File: config.mk
export PLATFORM = sky130hd
export DESIGN_NAME = divider
export DESIGN_NICKNAME = d
export VERILOG_FILES = /design/src/rtl/divider.sv
export SDC_FILE = /design/constraint.sdc
export NUM_CORES = 1
export LEC_CHECK = 0
export CAP_MARGIN = 20
export CORE_MARGIN = 3
export CORE_UTILIZATION = 58
export DETAILED_ROUTE_END_ITERATION = 16
export PLACE_DENSITY = 0.85
export SLEW_MARGIN = 10
export SYNTH_ARGS = -nofsm -noshare
export SYNTH_HDL_FRONTEND = slang
export SYNTH_SLANG_ARGS = --single-unit
File: constraint.sdc
create_clock -name clk -period 7.29 [get_ports clk]
set_input_delay 1.458 -clock clk [delete_from_list [all_inputs] [get_ports clk]]
set_output_delay 1.458 -clock clk [all_outputs]
set_load 0.005 [all_outputs]
File: src/rtl/divider.sv
// Unsigned 32-bit restoring shift-subtract divider, one quotient bit per clock.
// Result packed as {remainder, quotient}; companion to the shift-add multiplier.
module divider (
  input  logic        clk,
  input  logic        reset,
  input  logic [31:0] dataA,
  input  logic [31:0] dataB,
  input  logic [5:0]  Signal,
  output logic [63:0] dataOut,
  output logic        busy,
  output logic        done,
  output logic        divZero
);

  localparam logic [5:0] DIVU = 6'b011011;

  typedef enum logic [1:0] {StIdle, StRun, StDone} state_e;

  state_e      state_q;
  logic [5:0]  count_q;
  logic [31:0] divisor_q;
  logic [63:0] rq_q;

  logic [64:0] shifted;
  logic        ge;
  logic [31:0] diff;
  logic [63:0] rq_next;

  // Compare on 33 bits: shifted[64] is the carry out of the shift, which can be set
  // once the partial remainder exceeds 2^31. When ge holds, the true difference fits
  // in 32 bits, so a 32-bit subtract is exact.
  always_comb begin
    shifted = {rq_q, 1'b0};
    ge      = shifted[64] | (shifted[63:32] >= divisor_q);
    diff    = shifted[63:32] - divisor_q;
    rq_next = shifted[63:0];
    if (ge) begin
      rq_next = {diff, shifted[31:1], 1'b1};
    end
  end

  always_ff @(posedge clk) begin
    if (!reset) begin
      state_q   <= StIdle;
      count_q   <= '0;
      divisor_q <= '0;
      rq_q      <= '0;
      dataOut   <= '0;
      divZero   <= 1'b0;
    end else begin
      unique case (state_q)
        StIdle: begin
          if (Signal == DIVU) begin
            rq_q      <= {32'b0, dataA};
            divisor_q <= dataB;
            count_q   <= '0;
            state_q   <= StRun;
          end
        end
        StRun: begin
          rq_q    <= rq_next;
          count_q <= count_q + 6'd1;
          if (count_q == 6'd31) begin
            dataOut <= rq_next;
            divZero <= (divisor_q == 32'd0);
            state_q <= StDone;
          end
        end
        StDone: begin
          // A held DIVU must not restart; the op code has to drop first.
          if (Signal != DIVU) begin
            state_q <= StIdle;
          end
        end
        default: state_q <= StIdle;
      endcase
    end
  end

  assign busy = (state_q == StRun);
  assign done = (state_q == StDone);

endmodule

# Word level (Yosys, flattened, before mapping)
# Index checks and enable logic that the tools add are counted.
# totals
ff_bits	169
elab_cells	34
# classes
addsub	2
magnitude_cmp	1
eq_ne	8
n_mux	9
n_bitwise	1
reduce_logical	7
# op_table
cell	count
$mux 64	2
$pmux 64 s2	1
$ge 32x32->1	1
$logic_not 32->1	1
$sub 32x32->32	1
$eq 6x5->1 const B	2
$pmux 6 s2	1
$add 6x1->6 const B	1
$mux 2	3
$mux 6	1
$ne 6x5->1 const B	1
$pmux 2 s3	1
$reduce_and 2->1	3
$ne 2x1->1 const B	2
$reduce_and 3->1	1
$eq 2x1->1 const B	1
$eq 2x2->1 const B	1
$logic_not 2->1	1
$ne 2x2->1 const B	1
$reduce_bool 2->1	1
$or 1x1->1	1

# Depth between registers and ports, before layout
# depth
ltp_word	4
ltp_mapped	14
ltp_nobuf	12

# Worst setup path before layout
# No wires, ideal clock.
# synth_timing
kind	input to register
startpoint	input port Signal[2]
endpoint	register divisor_q[26]
setup_ns	0.071
t_arrival_ns	2.742
required_time_ns	7.219
path_slack_ns	4.478
stages	6
n_path_buf	1
path_cell_list	nor4bb_1 nand4_1 nor2_1 clkbuf_1 nand2_1 a21oi_1
# synth_via
elab_chain_len	2
# synth_lines
item	line	source
from (decl)	8	input logic [5:0] Signal,
$eq 6x5->1	53	if (Signal == DIVU) begin
$reduce_and 2->1 (no source line)	--	
to (signal assigned)	55	divisor_q <= dataB;
to (decl)	21	logic [31:0] divisor_q;
# No other way between the ends.
# A chain may end at the register's enable or synchronous reset.

# Worst setup path in the final report
# layout_timing
startpoint	input port reset
endpoint	register rq_q[18]
# layout_lines
item	line	source
from (decl)	5	input logic reset,
to (signal assigned)	54	rq_q <= {32'b0, dataA};
to (signal assigned)	61	rq_q <= rq_next;
to (decl)	22	logic [63:0] rq_q;
# No word-level cell between the ends.

==> implementation parameters <==
Parameter                              Value

Cells and area
  Nets ... 1310
  Antenna Cells ... 0
  Most used cells in the layout excluding fill and tap cells ... sky130_fd_sc_hd__nand2_1 (228), sky130_fd_sc_hd__dfxtp_1 (169), sky130_fd_sc_hd__clkdlybuf4s50_1 (138)
  Area Growth Syn to Fin ... 23.8%
  Most frequent standard cell in the layout excluding fill and tap cells ... sky130_fd_sc_hd__nand2_1
  Layout cell share with drive strength beyond 1 ... 5.59%
  Final Core Density ... 74.5%

Pwr
  Gate power share ... 11.0%
  Switching fraction of total power ... 26.0%
  Peak ir drop on the vdd network ... 0.172 mV
  Reg power frac ... 43.8%
  Cell internal pwr ... 1.58 mW
  Total Power Consumption ... 2.13 mW
  Net Sw Power ... 0.554 mW
  Leakage power figure ... 3.95 nW
  Power per cell area ... 203 mW/mm2
  Clk pwr share ... 45.2%

Synth
  Post-synth EDFFs ... 0
  Synthesized net count ... 1217
  Area of the mapped netlist ... 0.00849 mm2
  Prevailing post-synth register cell ... sky130_fd_sc_hd__dfxtp_1
  Proportion of synthesized flip-flops having asynchronous set or reset ... 0%
  Mean area per synthesized cell ... 7.64 um2
  Post-synthesis sequential area ratio ... 39.9%
  Yosys warning total ... 0
  Number of standard cells after synthesis ... 1111
  Count of distinct cell types in the synthesized netlist ... 61
  FF+latch count, synth ... 169

Floorplanning
  Initial Util ... 60.2%
  IO Pins ... 139
  Core footprint ... 0.0141 mm2
  Horizontal die dimension ... 127 um
  Vertical die dimension ... 127 um
  Site Rows ... 43
  Die area ... 0.0161 mm2

STA
  Worst Skew ... 17.7 ps
  Unrepaired setup endpoints after global routing ... no
  Peak Freq ... 261 MHz
  Final period util ... 52.5%
  Final Slew Violations ... 0
  Final Hold Violating Endpoints ... 0
  Count of endpoints failing setup in the final report ... 0
  Sum of negative setup slack ... 0 ps
  Headroom to the max-slew limit ... 31.4%
  Min cycle time layout ... 3830 ps
  Measured slew at the worst slew-check pin ... 1030 ps

Clock network
  CTS Sinks ... 169
  Post-cts repair resize count ... 0
  Cell at the root of the clock tree ... sky130_fd_sc_hd__clkbuf_16
  Clock transition at the register clock pins on the worst setup and hold paths after CTS ... 70 ps
  Buffers from clock root to sink, at most ... 2
  Setup Fix Bufs, Post-CTS ... 0
  Hold-fix buffers at CTS ... 0
  Inserted Clock Buffers ... 17
  TritonCTS clock tree ... yes
  Max H-tree Level ... 4
  Clock Latency Late Sink ... 440 ps

Route
  Detail-routed net length per standard cell ... 16.4 um
  Avg Vias per Cell ... 5.92
  Initial DRC count ... 762
  Residual DRC ... 0
  Via count of the routed design ... 8272
  Initial DRT Pass Iterations ... 5
  Number of nets with antenna violations after routing ... 0
  Total wire length ... 22900 um

Critical path
  CP max-delay cell ... sky130_fd_sc_hd__clkdlybuf4s50_1
  Endpoint arrival time on the critical path ... 4160 ps
  Startpoint kind of the worst setup timing path ... input pin
  Critical path fanouts, max ... 99
  Req. time, crit path ... 7630 ps
  Worst reg2reg setup slack ... 3880 ps
  Critical path start-end classification ... in -> reg
  Delay of the slowest critical-path stage ... 1060 ps
  Series of cell instances along the critical path ... clkdlybuf4s50_1, clkinv_2, buf_4, a311oi_1
  Category of the worst setup path capture point ... register

Global routing
  Overflow left after global routing ... 0
  Antenna violations before repair ... 0
  First-pass GRT wire length ... 36900 um
  Total global-route track usage ... 27.8%
  Number of global-route vias before repair ... 7635
  Pin count of the biggest net entering global routing ... 100

Hold path
  Min-Delay Path Class ... reg -> reg

Placed design
  Number of buffer cells added on primary ports ... 138
  Routability cong. ... 0.941
  DP HPWL ... 15400 um

Status
  Result of the run ... finished clean

Run
  Max-Cap Viols ... 0
==> cell families after synthesis <==
family,share of synthesized area (%)
XOR/XNOR,2.37
multiplexers,1.81
AND/OR/NAND/NOR,20.3
adder cells (fa/ha/maj),5.10
flip-flops,39.9
buffers and inverters,5.97
AO/OA/AOI/OAI,24.6
==> layer usage <==
metal  track usage (%)  up-vias  share of wire, %
li1                  -     4058                 -
met1              36.6     3840                44
met2              44.4      330                46
met3              7.41       44               7.8
met4              9.21        0               2.3
met5                 0        -                 0
==> critical path, delay by kind of cell <==
| family | cells | cell delay [ps] |
|---|---|---|
| AO/OA/AOI/OAI | 1 | 360 |
| buffers and inverters | 3 | 2270 |
==> stage by stage <==
step	worst slack [ps]	instance area (um2)	hold slack, ps	instances
floorplan	4480	8490	423	1111
global placement	3320	9850	442	1363
detailed placement	3130	9880	449	1365
CTS	3500	10500	458	1397
global route	3260	10500	479	1397
finish	3460	10500	458	1397
==> final timing paths <==
path / from / endpoint / cells past startpoint
setup / recovery: reset / rq_q[18]$_SDFFE_PN0P_ / 4
hold / removal: dataOut[7]$_SDFFE_PN0P_ / dataOut[7]$_SDFFE_PN0P_ / 2
setup reg to reg: divisor_q[25]$_SDFFE_PN0P_ / dataOut[41]$_SDFFE_PN0P_ / 11
hold reg to reg: dataOut[7]$_SDFFE_PN0P_ / dataOut[7]$_SDFFE_PN0P_ / 2
==> power by group through the flow <==
stage	Clock [mW]	Sequential (mW)	Combinational (mW)
after floorplan	0	0.954	0.163
after global placement	0	0.955	0.228
after detailed placement	0	0.955	0.231
after CTS	0.973	0.934	0.232
after global routing	1.01	0.935	0.254
final	0.965	0.935	0.235
==> synthesized netlist by cell type (2+ instances only) <==
cell type / count / area, um2
sky130_fd_sc_hd__inv_1: 45 / 169
sky130_fd_sc_hd__a211oi_1: 19 / 143
sky130_fd_sc_hd__xnor2_1: 9 / 78.8
sky130_fd_sc_hd__nor4_1: 14 / 87.6
sky130_fd_sc_hd__a21oi_2: 2 / 17.5
sky130_fd_sc_hd__a31oi_1: 6 / 37.5
sky130_fd_sc_hd__a21o_1: 9 / 67.6
sky130_fd_sc_hd__o31a_1: 3 / 26.3
sky130_fd_sc_hd__clkbuf_1: 65 / 244
sky130_fd_sc_hd__mux2i_1: 12 / 120
sky130_fd_sc_hd__a211oi_2: 6 / 75.1
sky130_fd_sc_hd__mux2_2: 3 / 33.8
sky130_fd_sc_hd__xor2_1: 14 / 123
sky130_fd_sc_hd__nor2_1: 94 / 353
sky130_fd_sc_hd__nand2b_1: 4 / 25.0
sky130_fd_sc_hd__and2_1: 3 / 18.8
sky130_fd_sc_hd__o211ai_1: 6 / 45.0
sky130_fd_sc_hd__nand2_1: 229 / 860
sky130_fd_sc_hd__a32oi_1: 2 / 17.5
sky130_fd_sc_hd__nor2b_1: 7 / 43.8
sky130_fd_sc_hd__a311oi_1: 32 / 280
sky130_fd_sc_hd__o21a_1: 2 / 15.0
sky130_fd_sc_hd__and4_1: 2 / 17.5
sky130_fd_sc_hd__a21oi_1: 127 / 636
sky130_fd_sc_hd__ha_1: 33 / 413
sky130_fd_sc_hd__nor3_1: 15 / 75.1
sky130_fd_sc_hd__or3_1: 3 / 18.8
sky130_fd_sc_hd__o21bai_1: 5 / 37.5
sky130_fd_sc_hd__nand3_1: 14 / 70.1
sky130_fd_sc_hd__clkinv_1: 2 / 7.51
sky130_fd_sc_hd__buf_6: 3 / 33.8
sky130_fd_sc_hd__and3_1: 3 / 18.8
sky130_fd_sc_hd__o221ai_1: 2 / 17.5
sky130_fd_sc_hd__o21ai_0: 91 / 455
sky130_fd_sc_hd__dfxtp_1: 169 / 3380
sky130_fd_sc_hd__o31ai_1: 2 / 15.0
sky130_fd_sc_hd__a21boi_0: 2 / 15.0
sky130_fd_sc_hd__buf_2: 5 / 25.0
sky130_fd_sc_hd__o21ai_1: 13 / 65.1
sky130_fd_sc_hd__nand4_1: 13 / 81.3
==> flip-flops by register name, indices dropped and copies added, names as in the netlist <==
register and flops:
divisor_q 32, dataOut 64, rq_q 64, state_q 2, count_q 6, divZero 1
==> area by class of cell <==
cell class                 count  area (um2)
multi-input combinational    819        4610
fill                        1095        3590
sequential                   169        3380
timing repair buffer         150        1480
clock buffer                  17         425
tap                          180         225
clock inverter                15         204
inverter                      47         178
No activity file was read; power rests on OpenSTA's default activity.
